<file path="config.mk">
export PLATFORM = sky130hd
export DESIGN_NAME = fifo_rr_read_arbiter
export DESIGN_NICKNAME = d
export VERILOG_FILES = /design/src/rtl/fifo_rr_read_arbiter.sv
export SDC_FILE = /design/constraint.sdc
export NUM_CORES = 1
export LEC_CHECK = 0
export CORE_ASPECT_RATIO = 2
export CORE_MARGIN = 2
export CORE_UTILIZATION = 45
export DETAILED_ROUTE_END_ITERATION = 8
export GPL_ROUTABILITY_DRIVEN = 0
export PLACE_DENSITY = 0.89
export SETUP_SLACK_MARGIN = 0.5
export SLEW_MARGIN = 30
export SYNTH_ARGS = -nofsm -noshare
export SYNTH_HDL_FRONTEND = slang
export SYNTH_SLANG_ARGS = --single-unit
</file>
<file path="constraint.sdc">
create_clock -name clk -period 3.3 [get_ports clk]
set_input_delay 0.33 -clock clk [delete_from_list [all_inputs] [get_ports clk]]
set_output_delay 0.33 -clock clk [all_outputs]
set_load 0.05 [all_outputs]
</file>
<file path="src/rtl/fifo_rr_read_arbiter.sv">
// fifo_rr_read_arbiter
// Round-robin read scheduler. It drains a bank of input fifos into one shared
// downstream fifo and pops at most one input per cycle. Each read goes through
// a short pipeline:
//   grant decision -> Fifo_rd (registered) -> lane capture -> out_wr/out_data
// New grants stop while the downstream fifo reports almost_full. The reads
// already issued still complete, and the downstream almost_full threshold
// leaves room for them.

module fifo_rr_read_arbiter #(
    parameter int BITNUMBER = 8,
    parameter int N_FIFOS   = 4,
    parameter int CNT_W     = 16,
    localparam int IDX_W    = $clog2(N_FIFOS)
) (
    input  logic                           clk,
    input  logic                           reset,
    input  logic                           enable,
    input  logic [N_FIFOS-1:0]             Fifo_empty,
    input  logic [N_FIFOS-1:0]             almost_empty,
    input  logic [N_FIFOS*BITNUMBER-1:0]   Fifo_Data_out,
    output logic [N_FIFOS-1:0]             Fifo_rd,
    input  logic                           out_almost_full,
    input  logic                           out_full,
    output logic                           out_wr,
    output logic [BITNUMBER-1:0]           out_data,
    output logic [IDX_W-1:0]               grant_idx,
    output logic                           busy,
    output logic [CNT_W-1:0]               word_cnt,
    output logic                           ovf_error
);

    typedef enum logic [1:0] {
        IDLE,
        RUN,
        STALL
    } state_t;

    state_t                 state;
    logic [IDX_W-1:0]       rr_ptr;
    logic                   pend_valid;
    logic [IDX_W-1:0]       pend_idx;

    logic [N_FIFOS-1:0]     eligible;
    logic                   any_eligible;
    logic                   grant_found;
    logic [IDX_W-1:0]       grant_sel;
    logic                   grant_fire;
    logic [BITNUMBER-1:0]   lane_data [N_FIFOS];

    // An input is eligible when it holds data. If it is being read this cycle
    // and holds only that one word, it is not eligible: its empty flag has not
    // caught up with the read yet.
    always_comb begin
        eligible = ~Fifo_empty & ~(Fifo_rd & almost_empty);
    end

    assign any_eligible = |eligible;

    // Search for the first eligible input after the rr pointer, wrapping
    // from the last index back to 0.
    always_comb begin
        logic [IDX_W:0] sum;
        logic [IDX_W-1:0] cand;
        grant_found = 1'b0;
        grant_sel   = rr_ptr;
        sum         = '0;
        cand        = '0;
        for (int k = 1; k <= N_FIFOS; k++) begin
            sum = {1'b0, rr_ptr} + (IDX_W+1)'(k);
            if (sum >= (IDX_W+1)'(N_FIFOS)) begin
                sum = sum - (IDX_W+1)'(N_FIFOS);
            end
            cand = sum[IDX_W-1:0];
            if (!grant_found && eligible[cand]) begin
                grant_found = 1'b1;
                grant_sel   = cand;
            end
        end
    end

    assign grant_fire = (state == RUN) && enable && !out_almost_full && grant_found;

    // Split the packed input bus into one word per lane for indexed capture.
    always_comb begin
        for (int i = 0; i < N_FIFOS; i++) begin
            lane_data[i] = Fifo_Data_out[i*BITNUMBER +: BITNUMBER];
        end
    end

    // Control FSM, read strobe, capture pipeline, counter and sticky overflow flag.
    always_ff @(posedge clk) begin
        if (reset) begin
            state      <= IDLE;
            rr_ptr     <= IDX_W'(N_FIFOS - 1);
            Fifo_rd    <= '0;
            grant_idx  <= '0;
            pend_valid <= 1'b0;
            pend_idx   <= '0;
            out_wr     <= 1'b0;
            out_data   <= '0;
            word_cnt   <= '0;
            ovf_error  <= 1'b0;
        end else begin
            unique case (state)
                IDLE: begin
                    if (enable && any_eligible && !out_almost_full) begin
                        state <= RUN;
                    end
                end
                RUN: begin
                    if (out_almost_full) begin
                        state <= STALL;
                    end else if (!enable || !any_eligible) begin
                        state <= IDLE;
                    end
                end
                STALL: begin
                    if (!enable) begin
                        state <= IDLE;
                    end else if (!out_almost_full && any_eligible) begin
                        state <= RUN;
                    end
                end
                default: state <= IDLE;
            endcase

            Fifo_rd <= '0;
            if (grant_fire) begin
                Fifo_rd[grant_sel] <= 1'b1;
                rr_ptr             <= grant_sel;
                grant_idx          <= grant_sel;
            end

            pend_valid <= |Fifo_rd;
            if (|Fifo_rd) begin
                pend_idx <= grant_idx;
            end

            out_wr <= pend_valid;
            if (pend_valid) begin
                out_data <= lane_data[pend_idx];
            end

            if (out_wr) begin
                word_cnt <= word_cnt + 1'b1;
                if (out_full) begin
                    ovf_error <= 1'b1;
                end
            end
        end
    end

    assign busy = (state == RUN) || (|Fifo_rd) || pend_valid || out_wr;

endmodule

</file>
# ---- After elaboration in Yosys (flattened, before gate mapping)
# Cells that the tools add are included.
dict set report classes {
  reduce_logical 26
  n_eq_ne 5
  bitwise_logic 6
  mux 31
  magnitude_cmp 11
  add_sub_neg 9
}
# op count
set ops {}
lappend ops {{$mux W2} 13}
lappend ops {{$add A16 B1 Y16 const B} 1}
lappend ops {{$bmux W8 S2} 1}
lappend ops {{$mux W8} 2}
lappend ops {{$ge A3 B3 Y1 const B} 5}
lappend ops {{$lt A2 B3 Y1 const B} 5}
lappend ops {{$logic_and A1 B1 Y1} 10}
lappend ops {{$mux W1} 9}
lappend ops {{$and A4 B4 Y4} 2}
lappend ops {{$bmux W1 S2} 4}
lappend ops {{$not A4 Y4} 2}
lappend ops {{$reduce_or A4 Y1} 2}
lappend ops {{$sub A2 B1 Y2 const B} 4}
lappend ops {{$add A2 B2 Y3 const B} 2}
lappend ops {{$logic_not A1 Y1} 6}
lappend ops {{$ne A3 B3 Y1 const B} 2}
lappend ops {{$pmux W2 S3} 1}
lappend ops {{$logic_or A1 B1 Y1} 4}
lappend ops {{$add A2 B1 Y3 const B} 1}
lappend ops {{$add A2 B3 Y3 const B} 1}
lappend ops {{$not A2 Y3} 1}
lappend ops {{$reduce_and A3 Y1} 1}
lappend ops {{$demux W1 S2} 1}
lappend ops {{$eq A2 B1 Y1 const B} 1}
lappend ops {{7 further kinds} 7}
dict set report word_totals {
  inputBits 45
  elab_cells 98
  register_bits 39
  output_inout_bits 33
}

# ---- Depth between registers and ports, before layout
dict set report logic_depth {
  depth_word 19
  mapped_depth 6
  depth_no_buf 6
}

# ---- Worst setup path before layout
# OpenSTA, ideal clock, no wires.
dict set report synth_timing {
  path_kind {register to output}
  start {register Fifo_rd[1]}
  end {output busy}
  required_ps 2970
  path_slack_ps 1358
  n_path_buf 0
  t_arrival_ps 1612
  path_stages_with_launch 3
  path_cell_list {dfxtp_1 nor4_1 nand2_1}
}
dict set report synth_via {
  elab_chain_cells 4
}
# item line_no
set synth_rtl {}
lappend synth_rtl {{from (decl)} 22} ;# output logic [N_FIFOS-1:0] Fifo_rd,
lappend synth_rtl {{from (signal assigned)} 96} ;# Fifo_rd <= '0;
lappend synth_rtl {{from (signal assigned)} 128} ;# Fifo_rd <= '0;
lappend synth_rtl {{from (signal, indexed assignment)} 130} ;# Fifo_rd[grant_sel] <= 1'b1;
lappend synth_rtl {{$reduce_or A4 Y1} 154} ;# assign busy = (state == RUN) || (|Fifo_rd) || pend_valid || out_wr;
lappend synth_rtl {{$logic_or A1 B1 Y1 (3 in series)} 154}
lappend synth_rtl {{to (decl)} 28} ;# output logic busy,
# No other way between the ends.

# ---- Final worst setup path
# Same ends and word-level chain as after synthesis.

==> metrics.md <==
| Metric | Value |
|---|---|
| Max-Cap Viols | `0` |
| Area occupied by multi-input gates | `930 um^2` |
| Cell Area, Placed | `2570 um^2` |
| Critical Path End Type | `primary output` |
| Sw Share | `20.5%` |
| Tot GR Track Use | `22.0%` |
| Mapped Area | `1760 um^2` |
| Arr. time, crit path | `2.25 ns` |
| # Post-CTS Setup Buffers | `0` |
| Sequential Area | `781 um^2` |
| Max VDD drop | `0.413 mV` |
| Post-DRT Antenna Nets | `0` |
| Post-Syn Nets | `227` |
| Clock Latency Late Sink | `0.28 ns` |
| Share of cells above drive strength 1 | `9.65%` |
| Final WL | `4550 um` |
| Die height | `92.5 um` |
| Clk sink count | `39` |
| Count of final setup violators | `0` |
| DR pass1 iterations | `4` |
| Fin nets | `304` |
| Crit Reg-Reg Endpoint | `word_cnt[7]$_SDFFE_PP0P_` |
| CP Cell Sequence | `nor4_1, nand2_1, clkdlybuf4s50_1` |
| Antenna violations before repair | `0` |
| Commonest non-fill, non-tap cells in the layout | `77 x clkdlybuf4s50_1, 39 x dfxtp_1, 36 x nor2_1` |
| NetSw | `0.201 mW` |
| Die ar. | `4460 um^2` |
| Hold WC Path Type | `reg -> reg` |
| Core area | `3800 um^2` |
| Cells after Synth | `181` |
| Register area share after synthesis | `44.3%` |
| Input/output buffers | `77` |
| Comb power frac | `10.4%` |
| Design Area, Final | `2690 um^2` |
| Final worst-path cycle share | `78.1%` |
| Sequential fraction of design power | `48.4%` |
| First-pass GRT wire length | `7010 um` |
| Cell Rows | `32` |
| Setup tns final | `0 ns` |
| Critical path class | `reg -> out` |
| Min-Delay Endpoint | `ovf_error$_SDFFE_PP0P_` |
| Global route overflow | `0` |
| Root Driver | `clkbuf_8` |
| Layout Area Growth over Synthesis | `52.6%` |
| Fmax | `0.388 GHz` |
| Slowest CP cell | `nor4_1` |
| Hold_sp | `ovf_error$_SDFFE_PP0P_` |
| Max Slew Vio Count | `0` |
| CTS tree | `done` |
| N_diodes | `0` |
| Final hold violation count | `0` |
| P_int | `0.782 mW` |
| IO Pins | `78` |
| Vias in the first global route | `1527` |
| CP Launch Type | `register` |
| Yosys warning total | `0` |
| Fill count | `309` |
| Hold depth | `2` |
| Slew headroom | `43.6%` |
| Cts repair resizes | `0` |
| Run status | `finished, final reports clean` |
| Vias | `1612` |
| Cell variety after synth | `35` |
| Clock share of power | `41.2%` |
| Die W | `48.2 um` |
| CTS buffer count | `5` |
| Initial drt markers | `27` |
| Fin crit period | `2.58 ns` |
| Max clock buf depth | `2` |
| Core occupancy in the finished layout | `70.7%` |
| Worst reg-to-reg path cell count | `5` |
| DRC errors left | `0` |
| Leak | `0.952 nW` |
| #FFs+latches synth | `39` |
| Hpwl dp | `3560 um` |
| H-tree depth | `2` |
| Actual slew at the worst max-slew pin | `0.838 ns` |
| Starting Density | `46.3%` |
| Pin count of the biggest net entering global routing | `38` |
| Worst-path fanout max | `4` |
| Worst endpoint required time | `2.97 ns` |
| Post-CTS Hold Buffers | `0` |
| Most common cell after layout, fill and taps aside | `clkdlybuf4s50_1` |
| Crit-path max cell delay | `0.75 ns` |
| Wire per inst | `14.7 um` |
| RSZ-0062 raised after global routing | `false` |
| Clock transition at path regs | `0.07 ns` |
| Worst reg-to-reg setup slack | `1.66 ns` |
| Syn avg cell area | `9.73 um^2` |
| Vias per Instance | `5.20` |
| RR Startpoint | `out_wr$_SDFF_PP0_` |
| Layout Skew | `0.00535 ns` |
| PwrDens | `365 nW/um^2` |
| Fin Hold WS | `0.482 ns` |
==> worst max-delay path by stage <==
stage                           from  slack [ns]    to
2_1_floorplan  Fifo_rd[1]$_SDFF_PP0_        1.36  busy
3_3_place_gp   Fifo_rd[1]$_SDFF_PP0_        1.05  busy
3_5_place_dp   Fifo_rd[1]$_SDFF_PP0_        1.05  busy
4_1_cts        Fifo_rd[1]$_SDFF_PP0_        0.72  busy
5_1_grt        Fifo_rd[1]$_SDFF_PP0_        0.68  busy
6_report       Fifo_rd[1]$_SDFF_PP0_        0.72  busy
==> per-stage QoR <==
step	instances	power, mW	setup WS (ns)
finish	310	0.983	0.724
global route	310	1.02	0.677
CTS	310	0.994	0.717
detailed placement	302	0.588	1.05
global placement	302	0.586	1.05
floorplan	181	0.523	1.36
==> cells in the mapped netlist, drive strengths merged <==
cell      n  area [um^2]
clkbuf    3         11.3
o21a      1         7.51
nor2b     3         18.8
a2111oi   1         8.76
o21ai     2         10.0
a21oi    10         68.8
a211oi    1         7.51
mux2i    11          110
nor4      1         6.26
nor2     36          135
a22oi     1         7.51
a31oi     2         12.5
nand3b    2         15.0
nand3     4         20.0
xor2      9         78.8
buf       5         21.3
inv       5         18.8
a21o      1         7.51
ha        1         12.5
o211ai    1         7.51
dfxtp    39          781
nand4     6         37.5
o31a      1         8.76
nor3      5         25.0
nand2    10         37.5
mux4      8          180
and3      3         25.0
xnor2     6         52.6
o41a      1         11.3
or3       2         17.5
==> logic make-up after synthesis <==
kind of cell,after synthesis,share of synthesized area [%]
simple gates,72,19.2
fa+ha+maj,1,0.710
mux,19,16.5
xor+xnor,15,7.46
flops,39,44.3
buf+inv,13,2.91
compound gates,22,8.95
==> cell type report <==
| type | count | area share [%] |
|---|---|---|
| inverter | 5 | 0.698 |
| sequential | 39 | 29.0 |
| clock buffer | 6 | 3.07 |
| clock inverter | 2 | 1.30 |
| tap | 51 | 2.37 |
| timing repair buffer | 78 | 28.9 |
| multi-input combinational | 129 | 34.6 |
==> worst max-delay path, delay by kind of cell (launching register included) <==
family / cells / cell delay, ns
AND/OR/NAND/NOR: 2 / 0.87
buffers and inverters: 1 / 0.74
flip-flops: 1 / 0.35
==> power by group through the flow <==
stage	clock (mW)	combinational, mW	sequential [mW]
floorplan	0	0.0330	0.490
global placement	0	0.0996	0.487
detailed placement	0	0.102	0.487
CTS	0.416	0.102	0.476
global route	0.436	0.108	0.476
finish	0.405	0.102	0.476
==> state kept, by name, indices dropped and copies added, names as in the netlist, 2 cells and up <==
name / flops
grant_idx: 2
pend_idx: 2
word_cnt: 16
state: 2
Fifo_rd: 4
rr_ptr: 2
out_data: 8
==> metal layers <==
layer  global-route usage (%)  wire (um)  up-vias
met2                     36.5       2600       41
met5                        0          0        -
met1                     24.2       1610      770
met3                     4.29        182       10
met4                     11.9        158        0
li1                         -          -      791
(Power assumes the default switching activity.)
